--- src/rtl/gsensor_frame_parser.sv ---
// gsensor_frame_parser
//   Decodes the ASCII accelerometer frame "<xxxx|yyyy|zzzz>\n" (hex digits,
//   MSB nibble first) from a uart_rx byte stream. It produces three
//   4*DIGITS-bit values. A well-formed frame gives a one-cycle data_valid
//   pulse. A malformed frame gives a one-cycle frame_error pulse and bumps a
//   saturating error counter.
//
// Parameters
//   DIGITS         hex digits per axis field (output width 4*DIGITS)
//   REQUIRE_NL     1: frame ends with ">" then "\n"; 0: frame ends at ">"
//   TIMEOUT_CYCLES idle clocks before a partial frame is aborted
//                  (used only when GSENSOR_FRAME_PARSER_TIMEOUT_EN is defined)
//
// Optional feature
//   `define GSENSOR_FRAME_PARSER_TIMEOUT_EN enables the partial-frame timeout.
//
// Ports
//   clk, rstn           clock, asynchronous active-low reset
//   i_tvalid, i_tdata   byte stream from uart_rx
//   o_tready            1 whenever out of reset (never stalls)
//   data_valid          one-cycle pulse, data_x/y/z hold a new frame
//   data_x/y/z          last successfully decoded fields
//   frame_error         one-cycle pulse, a frame was aborted
//   error_count         aborted-frame count, saturating at 255

module gsensor_frame_parser #(
  parameter int DIGITS         = 4,
  parameter int REQUIRE_NL     = 1,
  parameter int TIMEOUT_CYCLES = 5000000
) (
  input  logic                  clk,
  input  logic                  rstn,
  input  logic                  i_tvalid,
  input  logic [7:0]            i_tdata,
  output logic                  o_tready,
  output logic                  data_valid,
  output logic [4*DIGITS-1:0]   data_x,
  output logic [4*DIGITS-1:0]   data_y,
  output logic [4*DIGITS-1:0]   data_z,
  output logic                  frame_error,
  output logic [7:0]            error_count
);

  localparam int DATA_W = 4 * DIGITS;
  localparam int CNT_W  = (DIGITS > 1) ? $clog2(DIGITS) : 1;

  localparam logic [7:0] CH_LT  = 8'h3C;  // '<'
  localparam logic [7:0] CH_GT  = 8'h3E;  // '>'
  localparam logic [7:0] CH_BAR = 8'h7C;  // '|'
  localparam logic [7:0] CH_NL  = 8'h0A;  // '\n'

  typedef enum logic [2:0] {IDLE, FX, S1, FY, S2, FZ, CL, NL} state_t;

  state_t              state, state_nxt;
  logic [CNT_W-1:0]    dig_cnt;
  logic [DATA_W-1:0]   sh_reg;
  logic [DATA_W-1:0]   sh_nxt;
  logic [DATA_W-1:0]   stg_x, stg_y, stg_z;

  logic                clr_field;
  logic                shift_en;
  logic                field_done;
  logic                commit;
  logic                err;
  logic                last_digit;
  logic                byte_hex;
  logic [3:0]          byte_nib;

  function automatic logic is_hex(input logic [7:0] b);
    return (b >= 8'h30 && b <= 8'h39) ||
           (b >= 8'h41 && b <= 8'h46) ||
           (b >= 8'h61 && b <= 8'h66);
  endfunction

  // Letters 'A'/'a' have low nibble 1, so adding 9 maps them onto 10..15.
  function automatic logic [3:0] hex_val(input logic [7:0] b);
    if (b <= 8'h39) return b[3:0];
    else            return b[3:0] + 4'd9;
  endfunction

  assign o_tready   = rstn;
  assign byte_hex   = is_hex(i_tdata);
  assign byte_nib   = hex_val(i_tdata);
  assign sh_nxt     = (sh_reg << 4) | DATA_W'(byte_nib);
  assign last_digit = (dig_cnt == CNT_W'(DIGITS - 1));

`ifdef GSENSOR_FRAME_PARSER_TIMEOUT_EN
  localparam int TMO_W = $clog2(TIMEOUT_CYCLES + 1);
  logic [TMO_W-1:0] tmo_cnt;
  logic             tmo_hit;

  assign tmo_hit = (tmo_cnt == TMO_W'(TIMEOUT_CYCLES));

  // The counter only runs inside a frame and restarts on every accepted byte.
  always_ff @(posedge clk or negedge rstn) begin
    if (!rstn)                          tmo_cnt <= '0;
    else if (state == IDLE || i_tvalid) tmo_cnt <= '0;
    else if (!tmo_hit)                  tmo_cnt <= tmo_cnt + TMO_W'(1);
  end
`endif

  always_ff @(posedge clk or negedge rstn) begin
    if (!rstn) state <= IDLE;
    else       state <= state_nxt;
  end

  always_comb begin
    state_nxt  = state;
    clr_field  = 1'b0;
    shift_en   = 1'b0;
    field_done = 1'b0;
    commit     = 1'b0;
    err        = 1'b0;
    if (i_tvalid) begin
      case (state)
        IDLE: begin
          if (i_tdata == CH_LT) begin
            state_nxt = FX;
            clr_field = 1'b1;
          end
        end
        FX, FY, FZ: begin
          if (byte_hex) begin
            shift_en = 1'b1;
            if (last_digit) begin
              field_done = 1'b1;
              state_nxt  = (state == FX) ? S1 : (state == FY) ? S2 : CL;
            end
          end else begin
            err = 1'b1;
          end
        end
        S1, S2: begin
          if (i_tdata == CH_BAR) begin
            state_nxt = (state == S1) ? FY : FZ;
            clr_field = 1'b1;
          end else begin
            err = 1'b1;
          end
        end
        CL: begin
          if (i_tdata == CH_GT) begin
            if (REQUIRE_NL != 0) begin
              state_nxt = NL;
            end else begin
              state_nxt = IDLE;
              commit    = 1'b1;
            end
          end else begin
            err = 1'b1;
          end
        end
        NL: begin
          if (i_tdata == CH_NL) begin
            state_nxt = IDLE;
            commit    = 1'b1;
          end else begin
            err = 1'b1;
          end
        end
        default: state_nxt = IDLE;
      endcase
      // A '<' inside a frame aborts it but also starts the next one.
      if (err) begin
        state_nxt = (i_tdata == CH_LT) ? FX : IDLE;
        clr_field = (i_tdata == CH_LT);
      end
    end
`ifdef GSENSOR_FRAME_PARSER_TIMEOUT_EN
    else if (tmo_hit && state != IDLE) begin
      err       = 1'b1;
      state_nxt = IDLE;
    end
`endif
  end

  // Byte accept edge -> field shift, staging, registered pulses
  always_ff @(posedge clk or negedge rstn) begin
    if (!rstn) begin
      dig_cnt     <= '0;
      sh_reg      <= '0;
      stg_x       <= '0;
      stg_y       <= '0;
      stg_z       <= '0;
      data_x      <= '0;
      data_y      <= '0;
      data_z      <= '0;
      data_valid  <= 1'b0;
      frame_error <= 1'b0;
      error_count <= '0;
    end else begin
      data_valid  <= commit;
      frame_error <= err;

      if (clr_field) begin
        dig_cnt <= '0;
        sh_reg  <= '0;
      end else if (shift_en) begin
        sh_reg  <= sh_nxt;
        dig_cnt <= last_digit ? '0 : dig_cnt + CNT_W'(1);
      end

      if (err) begin
        stg_x <= '0;
        stg_y <= '0;
        stg_z <= '0;
      end else if (field_done) begin
        case (state)
          FX:      stg_x <= sh_nxt;
          FY:      stg_y <= sh_nxt;
          default: stg_z <= sh_nxt;
        endcase
      end

      if (commit) begin
        data_x <= stg_x;
        data_y <= stg_y;
        data_z <= stg_z;
      end

      if (err && error_count != 8'hFF) error_count <= error_count + 8'd1;
    end
  end

endmodule

--- config.mk ---
export PLATFORM = sky130hd
export DESIGN_NAME = gsensor_frame_parser
export DESIGN_NICKNAME = d
export VERILOG_FILES = /design/src/rtl/gsensor_frame_parser.sv
export SDC_FILE = /design/constraint.sdc
export NUM_CORES = 1
export LEC_CHECK = 0
export ABC_AREA = 1
export BUFFER_PORTS_ARGS = -buffer_cell sky130_fd_sc_hd__buf_2
export CORE_MARGIN = 5
export CORE_UTILIZATION = 58
export DETAILED_ROUTE_END_ITERATION = 6
export PLACE_DENSITY = 0.8
export SETUP_SLACK_MARGIN = 0.02
export SLEW_MARGIN = 15
export SYNTH_ARGS = -nofsm -noshare
export SYNTH_HDL_FRONTEND = slang
export SYNTH_SLANG_ARGS = --single-unit
--- constraint.sdc ---
create_clock -name clk -period 2.1 [get_ports clk]
set_input_delay 0.525 -clock clk [delete_from_list [all_inputs] [get_ports clk]]
set_output_delay 0.525 -clock clk [all_outputs]
set_load 0.03 [all_outputs]
# Yosys cells after proc, flatten, opt, wreduce, memory -nomap -nowiden
# Cells that the tools add are included.
# totals
ff_bits	123
latchBits	0
ram_bits	0
mem_bits_ro	0
word_cells	109
memories	0
# op_classes
n_addsub	3
n_mul	0
n_div	0
magnitude_cmp	6
n_eq_ne	20
shifts	0
muxes	49
n_bitwise	1
reduce_logical	18
# ops
cell	count
16-bit 2-to-1 mux	9
3-bit 2-to-1 mux	9
12-bit 2-to-1 mux	2
1-bit 2-to-1 mux	21
3-bit != test (second input constant)	6
8-bit by 6-bit equality test with 1-bit output (second input constant)	2
8-bit by 7-bit >= comparator with 1-bit output (second input constant)	2
8-bit by 7-bit <= comparator with 1-bit output (second input constant)	2
16-bit by 4-bit OR with 16-bit output	1
3-bit case mux with 5 select lines	1
3-bit equality test (second input constant)	4
8-bit by 1-bit adder with 8-bit output (second input constant)	1
8-bit by 4-bit equality test with 1-bit output (second input constant)	1
8-bit by 7-bit equality test with 1-bit output (second input constant)	1
8-bit by 6-bit >= comparator with 1-bit output (second input constant)	1
8-bit by 6-bit <= comparator with 1-bit output (second input constant)	1
2-bit 2-to-1 mux	4
8-bit != test (second input constant)	1
2-bit nonzero test	4
7-bit AND reduction	1
3-bit by 2-bit equality test with 1-bit output (second input constant)	2
2-bit AND reduction	3
4-bit adder (second input constant)	1
1-bit logical AND	4
other kinds (11)	13

# Depth between registers and ports, before layout
# depth
word_depth	10
depth_mapped	15
depth_no_buf	14

# Worst setup path after synthesis
# Ideal clock, no wire load.
# synth_path
kind	input to register
startpoint	input port i_tdata[1]
endpoint	register stg_y[10]
arrival_time_ns	1.851
t_required_ns	1.983
setup_slack_ns	0.132
cell_stages	13
path_buffers	2
cell_sequence	inv_1 > ha_1 > nand2_1 > nand3_1 > nand2_1 > nand2_2 > nand4_2 > nor2_4 > buf_4 > nand3_4 > buf_4 > nand3_1 > nand2_1
# synth_via
elab_chain_cells	10
# synth_rtl
element	line	source
start, declared	34	input logic [7:0] i_tdata,
8-bit by 6-bit >= comparator with 1-bit output (tied with other cells)	70	return (b >= 8'h30 && b <= 8'h39) ||
1-bit logical AND, on equally long branches	70, 71	
1-bit logical OR	70	
1-bit logical OR	71	(b >= 8'h41 && b <= 8'h46) ||
1-bit 2-to-1 mux	123	if (byte_hex) begin
1-bit case mux with 4 select lines	115	case (state)
1-bit 2-to-1 mux (2 in a row)	114	if (i_tvalid) begin
2-bit nonzero test (no source line)	-	
2-bit AND reduction (no source line)	-	
end signal, assigned	210	FY: stg_y <= sh_nxt;
end, declared	58	logic [DATA_W-1:0] stg_x, stg_y, stg_z;
# Several ways; a longest one is shown, not always the timed one. The select of a mux whose other input is x is not followed.
# A chain may end at the register's enable or synchronous reset.

# Worst setup path in the final report
# layout_path
startpoint	register state[2]
endpoint	register error_count[5]
# layout_via
elab_chain_cells	6
# layout_rtl
element	line	source
start, declared	54	state_t state, state_nxt;
start signal, assigned	104	else state <= state_nxt;
3-bit by 1-bit equality test with 1-bit output (tied with other cells)	115	
3-bit OR reduction or 2-bit OR reduction (tied branches)	115	
1-bit case mux with 4 select lines (*)	115	
1-bit 2-to-1 mux (*) (2 in a row)	114	
1-bit logical AND (*)	221	if (err && error_count != 8'hFF) error_count <= error_count + 8'd1;
end signal, assigned	221	
end, declared	41	output logic [7:0] error_count
# Mark *: on every way between the ends. The rest lies on a longest branch, timed or not. The select of a mux whose other input is x is not followed.

==> impl_metrics.toml <==
[critical_path]
crit_top_cell = "nand2_1"
reg2reg_slack_ns = 0.24
startpoint_type = "register"
cp_slowest_stage_delay_ns = 0.45
worstReg2RegEnd = "error_count[5]$_DFFE_PN0P_"
reg2reg_from = "state[2]$_DFFE_PN0P_"
critical_path_arrival_ns = 2.27
cp_max_fo = 14
rr_worst_depth = 10
crit_path_top_delay_cell = "dfrtp_1"
worstSetupEndpointType = "register"
crit_buf_inv = 2
path_class = "register to register"
cp_cell_sequence = "inv_2, nand2_1, nand3_1, nor2_2, nor2_8, nand2_4, buf_4, nand3_2, nand2_1, o21ai_0"
cp_top_family = "simple AND/OR/NAND/NOR gates"
critPathRequiredTime_ns = 2.50

[clock_network]
clockRootBuffer = "clkbuf_8"
cts_tree = "built"
cts.sinks = 123
cts.path.max_buffers = 2
cts_made_buffers = 17
cts_hold_buf = 0
postCtsSetupBuffers = 0
cts_resized = 0
path_clk_slew_ns = 0.06
cts-htree-levels = 4
clock_latency_ns = 0.53

[timing]
drv_slew = 0
slew_headroom = 0.4409
finalHoldViolCount = 0
tightest_slew_ns = 0.8386
fin_hold_ws_ns = 0.1405
fin_skew_ns = 0.007369
setup_viol_count_final = 0
grt_setup_unrepaired = "false"
max_freq_ghz = 0.5373
setup_tns_ns = 0
period_minus_slack_ns = 1.861
timing.final.crit_share = 0.8862
timing.final.ws_setup_ns = 0.2390

[finish]
syn2layout_area_growth_pct = 22.38
nets = 788
mostFrequentLayoutCells = "nand2_1, dfrtp_1, buf_2"
diodes = 0
stdcell_count = 915
drive_gt1_frac = 0.2212
final_common_cell = "nand2_1"

[logic_synthesis]
avgSynthCellArea_um2 = 8.439
synth_area_mm2 = 0.005713
synth_cell_types = 34
yosys-top-cells-area = "dfrtp_1, nand2_1, nand3_1"
synth-edff-count = 0
yosys_warnings = 0
syn-num-nets = 695
synth_top_area_frac = 0.5388
ys_seq_elements = 123
synthArstFlopShare = 1.000
netlist_instances = 677
synth_seq_area_share = 0.5388
yosys.area.top_type = "dfrtp_1"
synth_ff_type = "dfrtp_1"

[route]
first_pass_iters = 5
drc = 0
wirelength_um = 13960
drt_iter0_markers = 302
wl_per_cell_um = 15.25
vias = 4901
ant_nets = 0
vias_per_cell = 5.356

[place]
gp_congestion = 0.8640
portBuffers = 69
pre_cts_ws_ns = -0.1932
place_inst = 884
dp_hpwl_um = 9395

[power]
ir_worst_vdd_mv = 0.5301
p_per_area_mw_per_mm2 = 1102
p_leak_nw = 3.950
power_switching_w = 0.002361
p_comb_frac = 0.239
pwr-share-seq = 0.364
totalPowerFinal_w = 0.007702
clkPwrFrac = 0.397
switching_share = 0.3065
p_int_w = 0.005341

[status]
status = "finished, final reports clean"

[global_routing]
antenna_found_initial = 0
grt_pass1_vias = 4848
grt_max_degree = 69
grt_pass1_wl_um = 22790
track_usage = 0.2483
grt.overflow.total = 0

[floorplan]
core.rowCount = 36
die_w_um = 109.2
start_util = 0.5899
ioPinCount = 70
die-area_mm2 = 0.01193
die_h_um = 109.2
fp.coreArea_mm2 = 0.009684

[run]
drv_cap = 0

[min_path]
hold_path_class = "primary input to async pin"
## worst register-to-register path, stage by stage (launching register included)
cell and delay (ns):
dfrtp_1 0.45, inv_2 0.09, nand2_1 0.06, nand3_1 0.09, nor2_2 0.23, nor2_8 0.07, nand2_4 0.09, buf_4 0.15
nand3_2 0.24, nand2_1 0.17, o21ai_0 0.09
## final cells by class
cell class	count	area, um^2
Tap cell	133	166.4
Fill cell	688	2693
Multi-Input combinational cell	480	2273
Clock inverter	6	132.6
Clock buffer	25	494.2
Inverter	45	168.9
Sequential cell	123	3078
Timing Repair Buffer	103	678.2
## cells by family (layout without fill, tap and decap cells)
kind of cell / count (synthesis) / count (layout) / share of synthesized area
AO/OA/AOI/OAI: 30 / 30 / 0.02738
XOR/XNOR: 10 / 10 / 0.01533
AND/OR/NAND/NOR: 433 / 433 / 0.3388
buffers and inverters: 74 / 179 / 0.06439
flip-flops: 123 / 123 / 0.5388
adder cells (fa/ha/maj): 7 / 7 / 0.01533
## cells in the mapped netlist (9+ instances only)
| library cell | count |
|---|---|
| and2_1 | 9 |
| buf_2 | 12 |
| dfrtp_1 | 123 |
| inv_1 | 36 |
| nand2_1 | 300 |
| nand3_1 | 67 |
| nor2_1 | 17 |
| nor2_2 | 11 |
| o21ai_0 | 16 |
## power groups by stage
stage          logic (W)  registers, W  clock network [W]
5_1_grt          0.00204       0.00283            0.00320
2_1_floorplan    0.00119       0.00290                  0
3_3_place_gp     0.00174       0.00281                  0
3_5_place_dp     0.00180       0.00283                  0
6_report         0.00184       0.00280            0.00306
4_1_cts          0.00183       0.00280            0.00307
## stage by stage
step / util / cell area [um^2]
floorplan: - / 5713
global placement: 0.6572 / 6365
detailed placement: 0.6572 / 6365
CTS: 0.7220 / 6992
global route: 0.7220 / 6992
finish: 0.7220 / 6992
## per-layer routing
| metal | routed length [um] | global-route usage | vias to the layer above |
|---|---|---|---|
| li1 | - | - | 2293 |
| met1 | 5490 | 0.2961 | 2358 |
| met2 | 6986 | 0.4193 | 202 |
| met3 | 1063 | 0.07519 | 48 |
| met4 | 414 | 0.1033 | 0 |
| met5 | 0 | 0 | - |
## worst max path at each step
| stage | slack, ns | to | start | depth (start not counted) |
|---|---|---|---|---|
| final | 0.24 | error_count[5]$_DFFE_PN0P_ | state[2]$_DFFE_PN0P_ | 10 |
| after global routing | 0.11 | error_count[5]$_DFFE_PN0P_ | state[2]$_DFFE_PN0P_ | 10 |
| after CTS | 0.25 | error_count[5]$_DFFE_PN0P_ | state[0]$_DFFE_PN0P_ | 9 |
| after detailed placement | -0.19 | error_count[5]$_DFFE_PN0P_ | i_tdata[0] | 14 |
| after global placement | -0.06 | stg_y[3]$_DFFE_PN0P_ | i_tdata[1] | 15 |
| after floorplan | 0.13 | stg_y[10]$_DFFE_PN0P_ | i_tdata[1] | 13 |
Note: power is estimated with default switching activity, not from simulation.
